**config.mk**
```make
export PLATFORM = sky130hd
export DESIGN_NAME = jogador_automatico
export DESIGN_NICKNAME = d
export VERILOG_FILES = /design/src/rtl/jogador_automatico.sv
export SDC_FILE = /design/constraint.sdc
export NUM_CORES = 1
export LEC_CHECK = 0
export ABC_AREA = 0
export CORE_ASPECT_RATIO = 0.75
export CORE_MARGIN = 1
export CORE_UTILIZATION = 32
export DETAILED_ROUTE_END_ITERATION = 10
export DONT_BUFFER_PORTS = 1
export PLACE_DENSITY = 0.5
export SETUP_SLACK_MARGIN = 0.02
export SKIP_CTS_REPAIR_TIMING = 1
export SYNTH_ARGS = -nofsm -noshare
export SYNTH_HDL_FRONTEND = slang
export SYNTH_SLANG_ARGS = --single-unit
```
**constraint.sdc**
```tcl
create_clock -name clock -period 4.93 [get_ports clock]
set_input_delay 0.986 -clock clock [delete_from_list [all_inputs] [get_ports clock]]
set_output_delay 0.986 -clock clock [all_outputs]
set_load 0.05 [all_outputs]
```
**src/rtl/jogador_automatico.sv**
```systemverilog
// jogador_automatico: automatic player for a memory-sequence game.
// It starts the game, records the one-hot LED steps the game shows, and
// once the LEDs stay quiet it presses the recorded steps back as button presses.
// Optional build macro: JOGADOR_ERRO_EN. When defined, the third replayed step
// (index 2) is pressed rotated left by one position, so the game's loss path
// can be exercised. The default build replays every step exactly.
//
// state     | code | meaning
// ----------+------+-----------------------------------------------------
// INICIAL   | 0    | idle, waiting for habilita
// INICIA    | 1    | one-cycle game start pulse, buffer cleared
// ESCUTA    | 2    | listening: capture LED steps, count quiet cycles
// PRESSIONA | 3    | holding the current replayed button
// SOLTA     | 4    | buttons released between presses
// FIM       | F    | game ended (pronto), wait for habilita to drop

module jogador_automatico #(
  parameter int PRESS_CYCLES = 4,
  parameter int GAP_CYCLES   = 4,
  parameter int QUIET_CYCLES = 16,
  parameter int DEPTH        = 16
) (
  input  logic       clock,
  input  logic       reset,
  input  logic       habilita,
  input  logic [3:0] leds,
  input  logic       pronto,
  input  logic       ganhou,
  input  logic       perdeu,
  output logic [3:0] botoes,
  output logic       jogar,
  output logic       overflow,
  output logic [3:0] db_estado,
  output logic [4:0] db_tamanho
);

  localparam int IW    = (DEPTH > 1) ? $clog2(DEPTH) : 1;
  localparam int CMAX  = (PRESS_CYCLES > GAP_CYCLES) ? PRESS_CYCLES : GAP_CYCLES;
  localparam int CW    = $clog2(CMAX + 1);
  localparam int QW    = $clog2(QUIET_CYCLES + 1);

  typedef enum logic [3:0] {
    INICIAL   = 4'h0,
    INICIA    = 4'h1,
    ESCUTA    = 4'h2,
    PRESSIONA = 4'h3,
    SOLTA     = 4'h4,
    FIM       = 4'hF
  } estado_t;

  estado_t       state_q, state_d;
  logic [4:0]    tam_q, tam_d;
  logic [4:0]    idx_q, idx_d;
  logic [CW-1:0] cnt_q, cnt_d;
  logic [QW-1:0] quiet_q, quiet_d;
  logic          ovf_q, ovf_d;
  logic [3:0]    botoes_q, botoes_d;
  logic [3:0]    leds_prev_q;
  logic [3:0]    buf_q [DEPTH];

  logic          capture;
  logic          wr_en;
  logic [3:0]    entry_raw;
  logic [3:0]    entry;

  // Win/lose only distinguish the end of play; the debug code is F either way.
  logic          unused_resultado;
  assign unused_resultado = ganhou ^ perdeu;

  // Step captured only on a rising transition out of an all-zero LED sample.
  assign capture = (state_q == ESCUTA) && $onehot(leds) && (leds_prev_q == 4'd0);

  // Next-state, buffer bookkeeping and counters.
  always_comb begin
    state_d = state_q;
    tam_d   = tam_q;
    idx_d   = idx_q;
    cnt_d   = cnt_q;
    quiet_d = quiet_q;
    ovf_d   = ovf_q;
    wr_en   = 1'b0;

    case (state_q)
      INICIAL: begin
        if (habilita) state_d = INICIA;
      end

      INICIA: begin
        tam_d   = 5'd0;
        idx_d   = 5'd0;
        cnt_d   = '0;
        quiet_d = '0;
        ovf_d   = 1'b0;
        state_d = ESCUTA;
      end

      ESCUTA: begin
        if (capture) begin
          if (tam_q == 5'(DEPTH)) begin
            ovf_d = 1'b1;
          end else begin
            wr_en = 1'b1;
            tam_d = tam_q + 5'd1;
          end
        end
        if (leds != 4'd0) begin
          quiet_d = '0;
        end else if (tam_q != 5'd0) begin
          if (quiet_q == QW'(QUIET_CYCLES - 1)) begin
            quiet_d = '0;
            idx_d   = 5'd0;
            cnt_d   = CW'(PRESS_CYCLES - 1);
            state_d = PRESSIONA;
          end else begin
            quiet_d = quiet_q + QW'(1);
          end
        end
      end

      PRESSIONA: begin
        if (cnt_q == '0) begin
          cnt_d   = CW'(GAP_CYCLES - 1);
          state_d = SOLTA;
        end else begin
          cnt_d = cnt_q - CW'(1);
        end
      end

      SOLTA: begin
        if (cnt_q == '0) begin
          if (idx_q + 5'd1 == tam_q) begin
            tam_d   = 5'd0;
            idx_d   = 5'd0;
            state_d = ESCUTA;
          end else begin
            idx_d   = idx_q + 5'd1;
            cnt_d   = CW'(PRESS_CYCLES - 1);
            state_d = PRESSIONA;
          end
        end else begin
          cnt_d = cnt_q - CW'(1);
        end
      end

      FIM: begin
        if (!habilita) state_d = INICIAL;
      end

      default: state_d = INICIAL;
    endcase

    // End of play wins over everything; dropping habilita aborts anything but FIM.
    if (state_q != INICIAL && pronto) begin
      state_d = FIM;
    end else if (state_q != FIM && !habilita) begin
      state_d = INICIAL;
    end
  end

  // Button value for the entry about to be held, optionally corrupted at index 2.
  always_comb begin
    entry_raw = buf_q[idx_d[IW-1:0]];
`ifdef JOGADOR_ERRO_EN
    if (idx_d == 5'd2 && tam_q >= 5'd3) begin
      entry = {entry_raw[2:0], entry_raw[3]};
    end else begin
      entry = entry_raw;
    end
`else
    entry = entry_raw;
`endif
    botoes_d = (state_d == PRESSIONA) ? entry : 4'd0;
  end

  // State, counters and registered button drive.
  always_ff @(posedge clock) begin
    if (reset) begin
      state_q     <= INICIAL;
      tam_q       <= 5'd0;
      idx_q       <= 5'd0;
      cnt_q       <= '0;
      quiet_q     <= '0;
      ovf_q       <= 1'b0;
      botoes_q    <= 4'd0;
      leds_prev_q <= 4'd0;
    end else begin
      state_q     <= state_d;
      tam_q       <= tam_d;
      idx_q       <= idx_d;
      cnt_q       <= cnt_d;
      quiet_q     <= quiet_d;
      ovf_q       <= ovf_d;
      botoes_q    <= botoes_d;
      leds_prev_q <= leds;
    end
  end

  // Sequence storage; contents beyond db_tamanho are never read, so no reset.
  always_ff @(posedge clock) begin
    if (wr_en) buf_q[tam_q[IW-1:0]] <= leds;
  end

  assign botoes     = botoes_q;
  assign jogar      = (state_q == INICIA);
  assign overflow   = ovf_q;
  assign db_estado  = state_q;
  assign db_tamanho = tam_q;

endmodule

```
Word level (Yosys, flattened, before mapping)
Memories as Yosys holds them, arrays and structs flattened. A register that Yosys moved wholly into a read port is not among the register bits.
Cells that the tools add are included.
Widths: inputs -> output; s select.
{"block": "op_classes", "addsub": 7, "eq_ne": 21, "mux": 41, "bitwise_logic": 1, "reduce_logical": 20}
{"cell": "$mux 5", "n": 12}
{"cell": "$mux 4", "n": 9}
{"cell": "$pmux 5 s3", "n": 2}
{"cell": "$pmux 4 s6", "n": 1}
{"cell": "$mux 3", "n": 6}
{"cell": "$add 5x1->5 const B", "n": 3}
{"cell": "$reduce_and 5->1", "n": 3}
{"cell": "$eq 4x2->1 const B", "n": 3}
{"cell": "$pmux 3 s4", "n": 1}
{"cell": "$reduce_bool 4->1", "n": 3}
{"cell": "$ne 2x2->1 const B", "n": 5}
{"cell": "$pmux 5 s2", "n": 1}
{"cell": "$logic_not 4->1", "n": 2}
{"cell": "$mux 1", "n": 8}
{"cell": "$ne 2x1->1 const B", "n": 3}
{"cell": "$eq 5x4->1 const B", "n": 1}
{"cell": "$eq 5x5->1", "n": 1}
{"cell": "$eq 5x5->1 const B", "n": 1}
{"cell": "$reduce_bool 5->1", "n": 1}
{"cell": "$add 1x1->2", "n": 2}
{"cell": "$eq 4x1->1 const B", "n": 1}
{"cell": "$eq 4x3->1 const B", "n": 1}
{"cell": "$eq 4x4->1 const B", "n": 1}
{"cell": "$logic_and 1x1->1", "n": 4}
{"cell": "other kinds (15)", "n": 15}
{"block": "totals", "register_bits": 27, "ram_bits": 64, "elab_cells": 99, "mem_count": 1}
{"memory": "buf_q", "words": 16, "word_bits": 4, "rd": 1, "rd_ports_with_merged_regs": 1, "write_ports": 1, "line": "59", "text": "logic [3:0] buf_q [DEPTH];"}

Logic depth before layout (Yosys ltp)
Gate-level depths: netlist of run 1.
{"block": "logic_depth", "word_depth": 10, "depth_mapped": 12, "ltp_nobuf": 12}

Least setup slack after synthesis of run 1
Ideal clock, no wire load.
{"block": "synth_path", "kind": "input -> register", "start": "in leds[0]", "end": "mem buf_q[1][0] (enable)", "t_arrival_ns": 3.210, "t_required_ns": 4.621, "setup_slack_ns": 1.411, "stages": 10, "n_path_buf": 0, "path_cell_list": "inv_1 -> fa_1 -> inv_1 -> ha_1 -> ha_1 -> nor3_1 -> nand3_1 -> or2_2 -> nor3_1 -> and2_1"}
{"block": "synth_via", "elab_chain_cells": 9}
{"element": "from (decl)", "line": "26", "text": "input logic [3:0] leds,"}
{"element": "$add 1x1->2 (not written as such)", "line": "71", "text": "assign capture = (state_q == ESCUTA) && $onehot(leds) && (leds_prev_q == 4'd0);"}
{"element": "$add 2x2->3 (not written as such)", "line": "71"}
{"element": "$eq 3x1->1", "line": "71"}
{"element": "$logic_and 1x1->1 (2 in a row)", "line": "71"}
{"element": "$mux 1", "line": "98", "text": "if (capture) begin"}
{"element": "$mux 1", "line": "83", "text": "case (state_q)"}
{"element": "$mux 1", "line": "200", "text": "if (wr_en) buf_q[tam_q[IW-1:0]] <= leds;"}
{"element": "$mux 1 (not written as such)", "line": "200"}
{"element": "to (decl)", "line": "59"}
No other way between the ends.

Worst setup path in the final report of run 1
{"block": "layout_path", "start": "reg state_q[0], in the netlist db_estado[0]", "end": "reg botoes_q[0], in the netlist botoes[0] (read register of buf_q)"}
{"block": "layout_via", "elab_chain_cells": 9, "word_cells_on_any_way": 24, "classes_between": "eq/ne (7); mux (11); bitwise (1); reduce/logical (5)"}
{"element": "from (decl)", "line": "51", "text": "estado_t state_q, state_d;"}
{"element": "from (signal assigned)", "line": "187", "text": "state_q <= state_d;"}
{"element": "$mux 4", "line": "109", "text": "if (quiet_q == QW'(QUIET_CYCLES - 1)) begin"}
{"element": "$mux 4", "line": "108", "text": "end else if (tam_q != 5'd0) begin"}
{"element": "$mux 4", "line": "106", "text": "if (leds != 4'd0) begin"}
{"element": "$pmux 4 s6", "line": "83"}
{"element": "$mux 4", "line": "155", "text": "end else if (state_q != FIM && !habilita) begin"}
{"element": "$mux 4", "line": "153", "text": "if (state_q != INICIAL && pronto) begin"}
{"element": "$eq 4x2->1", "line": "172", "text": "botoes_d = (state_d == PRESSIONA) ? entry : 4'd0;"}
{"element": "$not 1->1 (no source line)"}
{"element": "$reduce_or 2->1 (no source line)"}
{"element": "to (decl)", "line": "57", "text": "logic [3:0] botoes_q, botoes_d;"}
Parallel ways exist; a longest one is shown, timed or not.
A chain may end at the register's enable or synchronous reset.

==> results.sh, run 1 <==
export IMPL_yosys_warnings=0
export IMPL_cts_buffer_depth=2
export IMPL_num_rows=37
export IMPL_rsz0062_at_grt="no"
export IMPL_clock_skew_ns=0.008765
export IMPL_clk_latency_ns=0.34
export IMPL_cts_sinks=95
export IMPL_arrival_ns=3.97
export IMPL_first_iter_violations=224
export IMPL_cp_max_fo=25
export IMPL_detailed_place_area_um2=4851
export IMPL_syn_avg_cell_area_um2=11.47
export IMPL_fmax_mhz=266.2
export IMPL_hold_viol=0
export IMPL_cts_tree="done"
export IMPL_yosys_cell_types_count=76
export IMPL_p_per_area_nw_per_um2=413.6
export IMPL_finalCriticalPeriod_ns=3.757
export IMPL_p_leak_nw=1.904
export IMPL_setup_viol=0
export IMPL_fp_coreArea_um2=13980
export IMPL_dp_hpwl_um=7450
export IMPL_max_stage_delay_ns=0.95
export IMPL_crit_path_end_kind="flip-flop"
export IMPL_wl_per_cell_um=17.44
export IMPL_final_cell_area_um2=5218
export IMPL_synthFlopType="edfxtp_1"
export IMPL_io_buffers=0
export IMPL_synthesis_nets=429
export IMPL_setup_ws_ns=1.173
export IMPL_drtAntennaViolNets=0
export IMPL_num_nets_final=429
export IMPL_pre_cts_ws_ns=0.9008
export IMPL_die_w_um=141.5
export IMPL_min_path_type="flip-flop to flip-flop"
export IMPL_antenna_found_initial=0
export IMPL_power_total_mw=2.158
export IMPL_report_final_slew_viol_count=0
export IMPL_synth_edff_count=64
export IMPL_gp_congestion=0.8096
export IMPL_cts_htree_levels=3
export IMPL_ioPinCount=25
export IMPL_mostFrequentLayoutCells="64 x edfxtp_1, 37 x nand2_1, 34 x a21oi_1"
export IMPL_first_pass_iters=5
export IMPL_grt_usage_pct=15.14
export IMPL_grt_overflow=0
export IMPL_grt_max_degree=29
export IMPL_viasPerCell=5.016
export IMPL_clk_pin_slew_ns=0.07
export IMPL_slew_headroom_pct=35.77
export IMPL_cp_required_ns=5.15
export IMPL_finalSetupTns_ns=0
export IMPL_slowest_stage="dfxtp_1"
export IMPL_grt_pass1_vias=3015
export IMPL_cts_root_buf="clkbuf_16"
export IMPL_ir_worst_vdd_mv=0.1899
export IMPL_drc=0
export IMPL_ys_seq_area_share_pct=54.46
export IMPL_ys_ff_latch=95
export IMPL_worst_pin_slew_ns=0.9621
export IMPL_postLayoutCoreUtil_pct=37.32
export IMPL_final_common_cell="edfxtp_1"
export IMPL_maxCapViolCount=0
export IMPL_antennaDiodeCount=0
export IMPL_grt_pass1_wl_um=17000
export IMPL_wl_um=10580
export IMPL_drive_above_1_share_pct=13.11
export IMPL_cts_buffers=9
export IMPL_via_count=3045
export IMPL_fin_crit_sh_pct=76.20
export IMPL_postSynthCellCount=407
export IMPL_critPathLaunchType="flip-flop"
export IMPL_die_area_um2=15080
export IMPL_synth_area_um2=4668
export IMPL_initial_core_util_pct=33.39
export IMPL_path_class="flip-flop to flip-flop"
export IMPL_area_growth_pct=11.77
export IMPL_postSynth_asyncResetShare_pct=0
export IMPL_die_h_um=106.6
export IMPL_path_cells="or4b_1 -> nand2_2 -> nor2_2 -> o21ai_2 -> o21a_1 -> nand3_1 -> and3_1 -> or4_1"
export IMPL_status="finished, final reports clean"
-- synth_stat cells (3+ instances only) --
| cell | n | area [um^2] |
|---|---|---|
| or3_1 | 4 | 25.02 |
| a31oi_1 | 3 | 18.77 |
| nand2_1 | 37 | 138.9 |
| nor3_1 | 8 | 40.04 |
| a221oi_1 | 8 | 70.07 |
| o21a_1 | 3 | 22.52 |
| xnor2_1 | 3 | 26.28 |
| clkbuf_1 | 3 | 11.26 |
| and2_1 | 15 | 93.84 |
| nand3_1 | 12 | 60.06 |
| buf_2 | 7 | 35.03 |
| mux2_2 | 4 | 45.04 |
| inv_1 | 16 | 60.06 |
| or2_2 | 3 | 18.77 |
| ha_1 | 11 | 137.6 |
| nor3b_1 | 3 | 22.52 |
| dfxtp_1 | 31 | 620.6 |
| o22ai_1 | 3 | 18.77 |
| a21oi_1 | 34 | 170.2 |
| and3_1 | 3 | 18.77 |
| buf_6 | 3 | 33.78 |
| xor2_1 | 3 | 26.28 |
| mux2i_1 | 16 | 160.2 |
| a22oi_1 | 4 | 30.03 |
| edfxtp_1 | 64 | 1922 |
| o21ai_0 | 11 | 55.05 |
| nor2_1 | 28 | 105.1 |
| nor2b_1 | 5 | 31.28 |
| buf_4 | 3 | 22.52 |
| nand2b_1 | 3 | 18.77 |
-- cells by family (layout without fill, tap and decap cells) --
logic type	after synthesis	count (layout)	share of synthesized area (%)
fa+ha+maj	12	12	3.377
simple gates	146	146	17.82
buf+inv	33	38	3.565
xor+xnor	7	7	1.474
compound gates	94	94	14.90
mux	20	20	4.395
flops	95	95	54.46
-- flip-flops by register name (all words and copies together) (netlist names) --
signal,count
botoes,4
quiet_q,5
overflow,1
db_estado,4
buf_q,64
cnt_q,3
idx_q,5
leds_prev_q,4
db_tamanho,5
-- where the power goes --
part	leakage [nW]	switching (mW)	internal, mW	total, mW
Combinational	0.899	0.261	0.139	0.401
Sequential	0.827	0.0403	0.866	0.906
Clock	0.178	0.302	0.549	0.851
-- final timing paths --
path                            slack (ns)          to          from  cells after the start
worst max-delay path                  1.17   botoes[0]  db_estado[0]                      8
worst min register to register        0.47  quiet_q[1]    quiet_q[1]                      2
worst max register to register        1.17   botoes[0]  db_estado[0]                      8
worst min-delay path                  0.47  quiet_q[1]    quiet_q[1]                      2
-- critical path, delay by kind of cell (launching register included) --
| kind | cells | cell delay [ns] |
|---|---|---|
| and+or+nand+nor | 6 | 1.77 |
| DFF | 1 | 0.95 |
| AOI/OAI and AO/OA | 2 | 0.91 |
-- per-layer routing --
layer	share of wire, %	track usage, %	vias up	wire length (um)
met5	0	0	-	0
met4	0.44	3.226	0	47
met3	4.1	4.332	2	430
met2	44	22.88	47	4703
met1	51	21.50	1485	5404
li1	-	-	1511	-
-- per-stage QoR --
stage                     std cells  hold slack (ns)
after floorplan                 407           0.4491
after global placement          591           0.4575
after detailed placement        591           0.4622
after CTS                       607           0.4717
after global routing            607           0.4845
final                           607           0.4653
-- layout make-up --
cell class	count	area, um^2
Fill cell	1405	8763
Sequential cell	95	2542
Multi-Input combinational cell	279	1959
Tap cell	195	244.0
Clock buffer	9	225.2
Clock inverter	7	141.4
Inverter	16	60.06
Timing Repair Buffer	6	45.04
Power figures use the tool's default switching activity.
==> run 2: changes to the inputs <==
==> constraint.sdc (replaced) <==
create_clock -name clock -period 3.5 [get_ports clock]
set_input_delay 0.7 -clock clock [delete_from_list [all_inputs] [get_ports clock]]
set_output_delay 0.7 -clock clock [all_outputs]
set_load 0.05 [all_outputs]
==> results.sh, run 2 (same netlist as run 1, synthesis figures left out) <==
export IMPL_path_cells="inv_1 -> fa_1 -> inv_1 -> ha_1 -> ha_1 -> nor3_1 -> nand3_1 -> or2_2 -> nor3_1 -> buf_4 -> and2_1"
export IMPL_cts_htree_levels=3
export IMPL_arrival_ns=3.17
export IMPL_die_area_um2=15080
export IMPL_die_w_um=141.5
export IMPL_drive_above_1_share_pct=18.26
export IMPL_slowest_stage="fa_1"
export IMPL_p_seq_share_pct=44.6
export IMPL_initial_core_util_pct=33.39
export IMPL_area_growth_pct=14.18
export IMPL_internal_power_mw=1.953
export IMPL_worst_pin_slew_ns=0.5661
export IMPL_first_pass_iters=4
export IMPL_final_common_cell="edfxtp_1"
export IMPL_num_nets_final=455
export IMPL_rsz0062_at_grt="no"
export IMPL_fin_crit_sh_pct=90.16
export IMPL_num_rows=37
export IMPL_regArea_um2=2542
export IMPL_hold_viol=0
export IMPL_cts_buffer_depth=2
export IMPL_finalCriticalPeriod_ns=3.156
export IMPL_critPathLaunchType="input port"
export IMPL_multi_input_area_um2=1959
export IMPL_path_class="input port to flip-flop"
export IMPL_status="finished, final reports clean"
export IMPL_slew_headroom_pct=62.12
export IMPL_antenna_found_initial=0
export IMPL_clk_latency_ns=0.34
export IMPL_cp_required_ns=3.52
export IMPL_ir_worst_vdd_mv=0.2194
export IMPL_fp_coreArea_um2=13980
export IMPL_whs_ns=0.4182
export IMPL_p_per_area_nw_per_um2=529.3
export IMPL_via_count=3203
export IMPL_min_path_type="input port to flip-flop"
export IMPL_drtAntennaViolNets=0
export IMPL_finalSetupTns_ns=0
export IMPL_power_frac_clock_pct=32.0
export IMPL_wl_per_cell_um=17.46
export IMPL_crit_buf_inv=3
export IMPL_grt_pass1_wl_um=17870
export IMPL_cts_sinks=95
export IMPL_wl_um=11050
export IMPL_fillCellCount=1399
export IMPL_grt_pass1_vias=3209
export IMPL_fin_cells=633
export IMPL_cts_root_buf="clkbuf_16"
export IMPL_antennaDiodeCount=0
export IMPL_clock_skew_ns=0.01238
export IMPL_switchingPower_uw=868.4
export IMPL_report_final_slew_viol_count=0
export IMPL_crit_family="simple AND/OR/NAND/NOR gates"
export IMPL_cts_buffers=9
export IMPL_dp_hpwl_um=7942
export IMPL_maxCapViolCount=0
export IMPL_crit_path_end_kind="flip-flop"
export IMPL_grt_max_degree=29
export IMPL_grt_usage_pct=15.78
export IMPL_swShare_pct=30.78
export IMPL_largest_reg_flops=64
export IMPL_cts_tree="done"
export IMPL_max_stage_delay_ns=0.56
export IMPL_cp_max_fo=17
export IMPL_clk_pin_slew_ns=0.07
export IMPL_rr_worst_depth=9
export IMPL_first_iter_violations=235
export IMPL_gp_congestion=0.8296
export IMPL_p_leak_nw=1.984
export IMPL_ioPinCount=25
export IMPL_grt_overflow=0
export IMPL_fmax_mhz=316.9
export IMPL_reg2reg_slack_ns=0.37
export IMPL_postLayoutCoreUtil_pct=38.12
export IMPL_viasPerCell=5.060
export IMPL_drc=0
export IMPL_io_buffers=0
export IMPL_die_h_um=106.6
export IMPL_mostFrequentLayoutCells="64 x edfxtp_1, 37 x nand2_1, 34 x a21oi_1"
export IMPL_pwr_share_comb_pct=23.4
export IMPL_setup_viol=0
export IMPL_crit_cells=11
export IMPL_min_path_cells=1
export IMPL_dp_cells=613
[run 2: changes by cell type in the layout (fill, tap and decap cells not counted)]
cell and delta:
buf_12 +1, buf_4 +25, bufinv_16 -4, clkinv_2 +1, clkinvlp_2 +1, clkinvlp_4 +2
[run 2: layout make-up]
cell class | instances | share of cell area [%]
Clock buffer | 9 | 4.225
Timing Repair Buffer | 32 | 4.742
Inverter | 16 | 1.127
Multi-Input combinational cell | 279 | 36.76
Clock inverter | 7 | 0.8685
Sequential cell | 95 | 47.70
Tap cell | 195 | 4.577
[run 2: metrics by stage]
stage | total power [mW] | setup slack (ns) | cell area (um^2)
2_1_floorplan | 1.763 | 0.2675 | 4668
3_3_place_gp | 1.901 | 0.1299 | 5016
3_5_place_dp | 1.911 | 0.01525 | 5016
4_1_cts | 2.816 | 0.2835 | 5288
5_1_grt | 2.952 | 0.1943 | 5330
6_report | 2.821 | 0.3444 | 5330
[run 2: layer usage]
| layer | vias up | wire length [um] | track usage [%] |
|---|---|---|---|
| li1 | 1561 | - | - |
| met1 | 1567 | 5556 | 22.78 |
| met2 | 66 | 4937 | 23.94 |
| met3 | 9 | 440 | 2.992 |
| met4 | 0 | 116 | 4.762 |
| met5 | - | 0 | 0 |
[run 2: path summary, 6_finish.rpt]
kind / to / start
worst max-delay path: buf_q[2][3] / leds[0]
worst min-delay path: quiet_q[1] / reset
worst max register to register: botoes[0] / db_estado[1]
worst min register to register: quiet_q[4] / quiet_q[4]
[run 2: power by group through the flow]
stage               logic (mW)  registers [mW]  clock network (mW)
CTS                      0.630            1.26               0.929
detailed placement       0.628            1.28                   0
finish                   0.661            1.26               0.902
global route             0.725            1.26               0.966
floorplan                0.460            1.30                   0
global placement         0.618            1.28                   0
==> run 3: changes to the inputs <==
--- a/config.mk
+++ b/config.mk
@@ -6,14 +6,16 @@
 export NUM_CORES = 1
 export LEC_CHECK = 0
 export ABC_AREA = 0
+export CAP_MARGIN = 30
 export CORE_ASPECT_RATIO = 0.75
 export CORE_MARGIN = 1
-export CORE_UTILIZATION = 32
+export CORE_UTILIZATION = 40
 export DETAILED_ROUTE_END_ITERATION = 10
 export DONT_BUFFER_PORTS = 1
-export PLACE_DENSITY = 0.5
+export PLACE_DENSITY = 0.58
 export SETUP_SLACK_MARGIN = 0.02
 export SKIP_CTS_REPAIR_TIMING = 1
+export SLEW_MARGIN = 20
 export SYNTH_ARGS = -nofsm -noshare
 export SYNTH_HDL_FRONTEND = slang
 export SYNTH_SLANG_ARGS = --single-unit
==> results.sh, run 3 (same netlist as run 1, synthesis figures left out) <==
export IMPL_path_cells="ha_1 -> nand3_1 -> nor3_2 -> nor3_1 -> o31ai_4 -> buf_4 -> mux2i_1 -> a221oi_1 -> a2111o_1"
export IMPL_grt_pass1_wl_um=16370
export IMPL_largest_reg_flops=64
export IMPL_crit_cells=9
export IMPL_antennaDiodeCount=0
export IMPL_whs_ns=0.4129
export IMPL_switchingPower_uw=870.9
export IMPL_arrival_ns=3.30
export IMPL_worst_pin_slew_ns=0.7056
export IMPL_initial_core_util_pct=41.87
export IMPL_cp_max_fo=15
export IMPL_grt_max_degree=29
export IMPL_status="finished, final reports clean"
export IMPL_first_iter_violations=223
export IMPL_cts_buffer_depth=2
export IMPL_min_path_type="input port to flip-flop"
export IMPL_via_count=3198
export IMPL_fin_crit_sh_pct=87.85
export IMPL_path_class="flip-flop to flip-flop"
export IMPL_viasPerCell=5.611
export IMPL_num_rows=33
export IMPL_internal_power_mw=1.951
export IMPL_drtAntennaViolNets=0
export IMPL_drc=0
export IMPL_grt_pass1_vias=3006
export IMPL_wl_per_cell_um=18.19
export IMPL_antenna_found_initial=0
export IMPL_maxCapViolCount=0
export IMPL_clock_skew_ns=0.006683
export IMPL_grt_overflow=0
export IMPL_rr_worst_depth=9
export IMPL_p_seq_share_pct=44.4
export IMPL_gp_congestion=0.7870
export IMPL_clk_latency_ns=0.35
export IMPL_drive_above_1_share_pct=16.98
export IMPL_grt_usage_pct=18.62
export IMPL_max_stage_delay_ns=0.60
export IMPL_finalSetupTns_ns=0
export IMPL_die_area_um2=12110
export IMPL_report_final_slew_viol_count=0
export IMPL_ir_worst_vdd_mv=0.2814
export IMPL_power_frac_clock_pct=33.9
export IMPL_cts_buffers=9
export IMPL_fp_coreArea_um2=11150
export IMPL_mostFrequentLayoutCells="64 x edfxtp_1, 37 x nand2_1, 34 x a21oi_1"
export IMPL_cts_htree_levels=3
export IMPL_hold_viol=0
export IMPL_slowest_stage="o31ai_4"
export IMPL_min_path_cells=1
export IMPL_io_buffers=0
export IMPL_cp_required_ns=3.72
export IMPL_swShare_pct=30.86
export IMPL_pwr_share_comb_pct=21.8
export IMPL_rsz0062_at_grt="no"
export IMPL_cts_sinks=95
export IMPL_p_per_area_nw_per_um2=541.9
export IMPL_fillCellCount=1022
export IMPL_wl_um=10370
export IMPL_crit_family="compound AO/OA/AOI/OAI gates"
export IMPL_finalCriticalPeriod_ns=3.075
export IMPL_final_common_cell="edfxtp_1"
export IMPL_ioPinCount=25
export IMPL_cts_root_buf="clkbuf_16"
export IMPL_num_nets_final=447
export IMPL_first_pass_iters=4
export IMPL_p_leak_nw=1.948
export IMPL_cts_tree="done"
export IMPL_area_growth_pct=11.55
export IMPL_dp_hpwl_um=7387
export IMPL_setup_viol=0
export IMPL_die_w_um=126.7
export IMPL_crit_buf_inv=1
export IMPL_clk_pin_slew_ns=0.07
export IMPL_critPathLaunchType="flip-flop"
export IMPL_fmax_mhz=325.2
export IMPL_crit_path_end_kind="flip-flop"
export IMPL_slew_headroom_pct=52.96
export IMPL_die_h_um=95.56
## run 3: area by class of cell
cell class / count / area [um^2] / area share (%)
clock inverters: 6 / 51.30 / 0.9851
multi-input cells: 279 / 1959 / 37.63
well taps: 140 / 175.2 / 3.364
repair buffers: 24 / 180.2 / 3.460
flip-flops and latches: 95 / 2542 / 48.82
clock buffers: 10 / 239.0 / 4.589
inverters: 16 / 60.06 / 1.153
## run 3: final timing paths
path / from / slack, ns / to
hold reg to reg: quiet_q[4] / 0.47 / quiet_q[4]
hold / removal: reset / 0.41 / quiet_q[1]
setup / recovery: idx_q[1] / 0.43 / botoes[2]
setup reg to reg: idx_q[1] / 0.43 / botoes[2]
## run 3: metal layers
metal  vias to the layer above  track usage [%]  wire, um
met2                        83            27.26      4406
met3                        14            5.387       605
met1                      1555            26.54      5215
met4                         0            5.754       140
met5                         -                0         0
li1                       1546                -         -
## run 3: power groups by stage
stage / Clock [mW] / Sequential (mW) / Combinational, mW
after floorplan: 0 / 1.30 / 0.460
after detailed placement: 0 / 1.28 / 0.612
after CTS: 0.981 / 1.25 / 0.615
after global routing: 1.02 / 1.26 / 0.677
final: 0.955 / 1.25 / 0.615
after global placement: 0 / 1.28 / 0.606
## run 3: metrics by stage
stage	cells	utilization (%)	setup WS (ns)	power, mW	area, um^2
2_1_floorplan	407	-	0.2675	1.763	4668
3_3_place_gp	554	44.11	0.1537	1.883	4917
3_5_place_dp	554	44.11	0.1182	1.889	4917
4_1_cts	570	46.71	0.3978	2.848	5207
5_1_grt	570	46.71	0.2305	2.950	5207
6_report	570	46.71	0.4253	2.822	5207
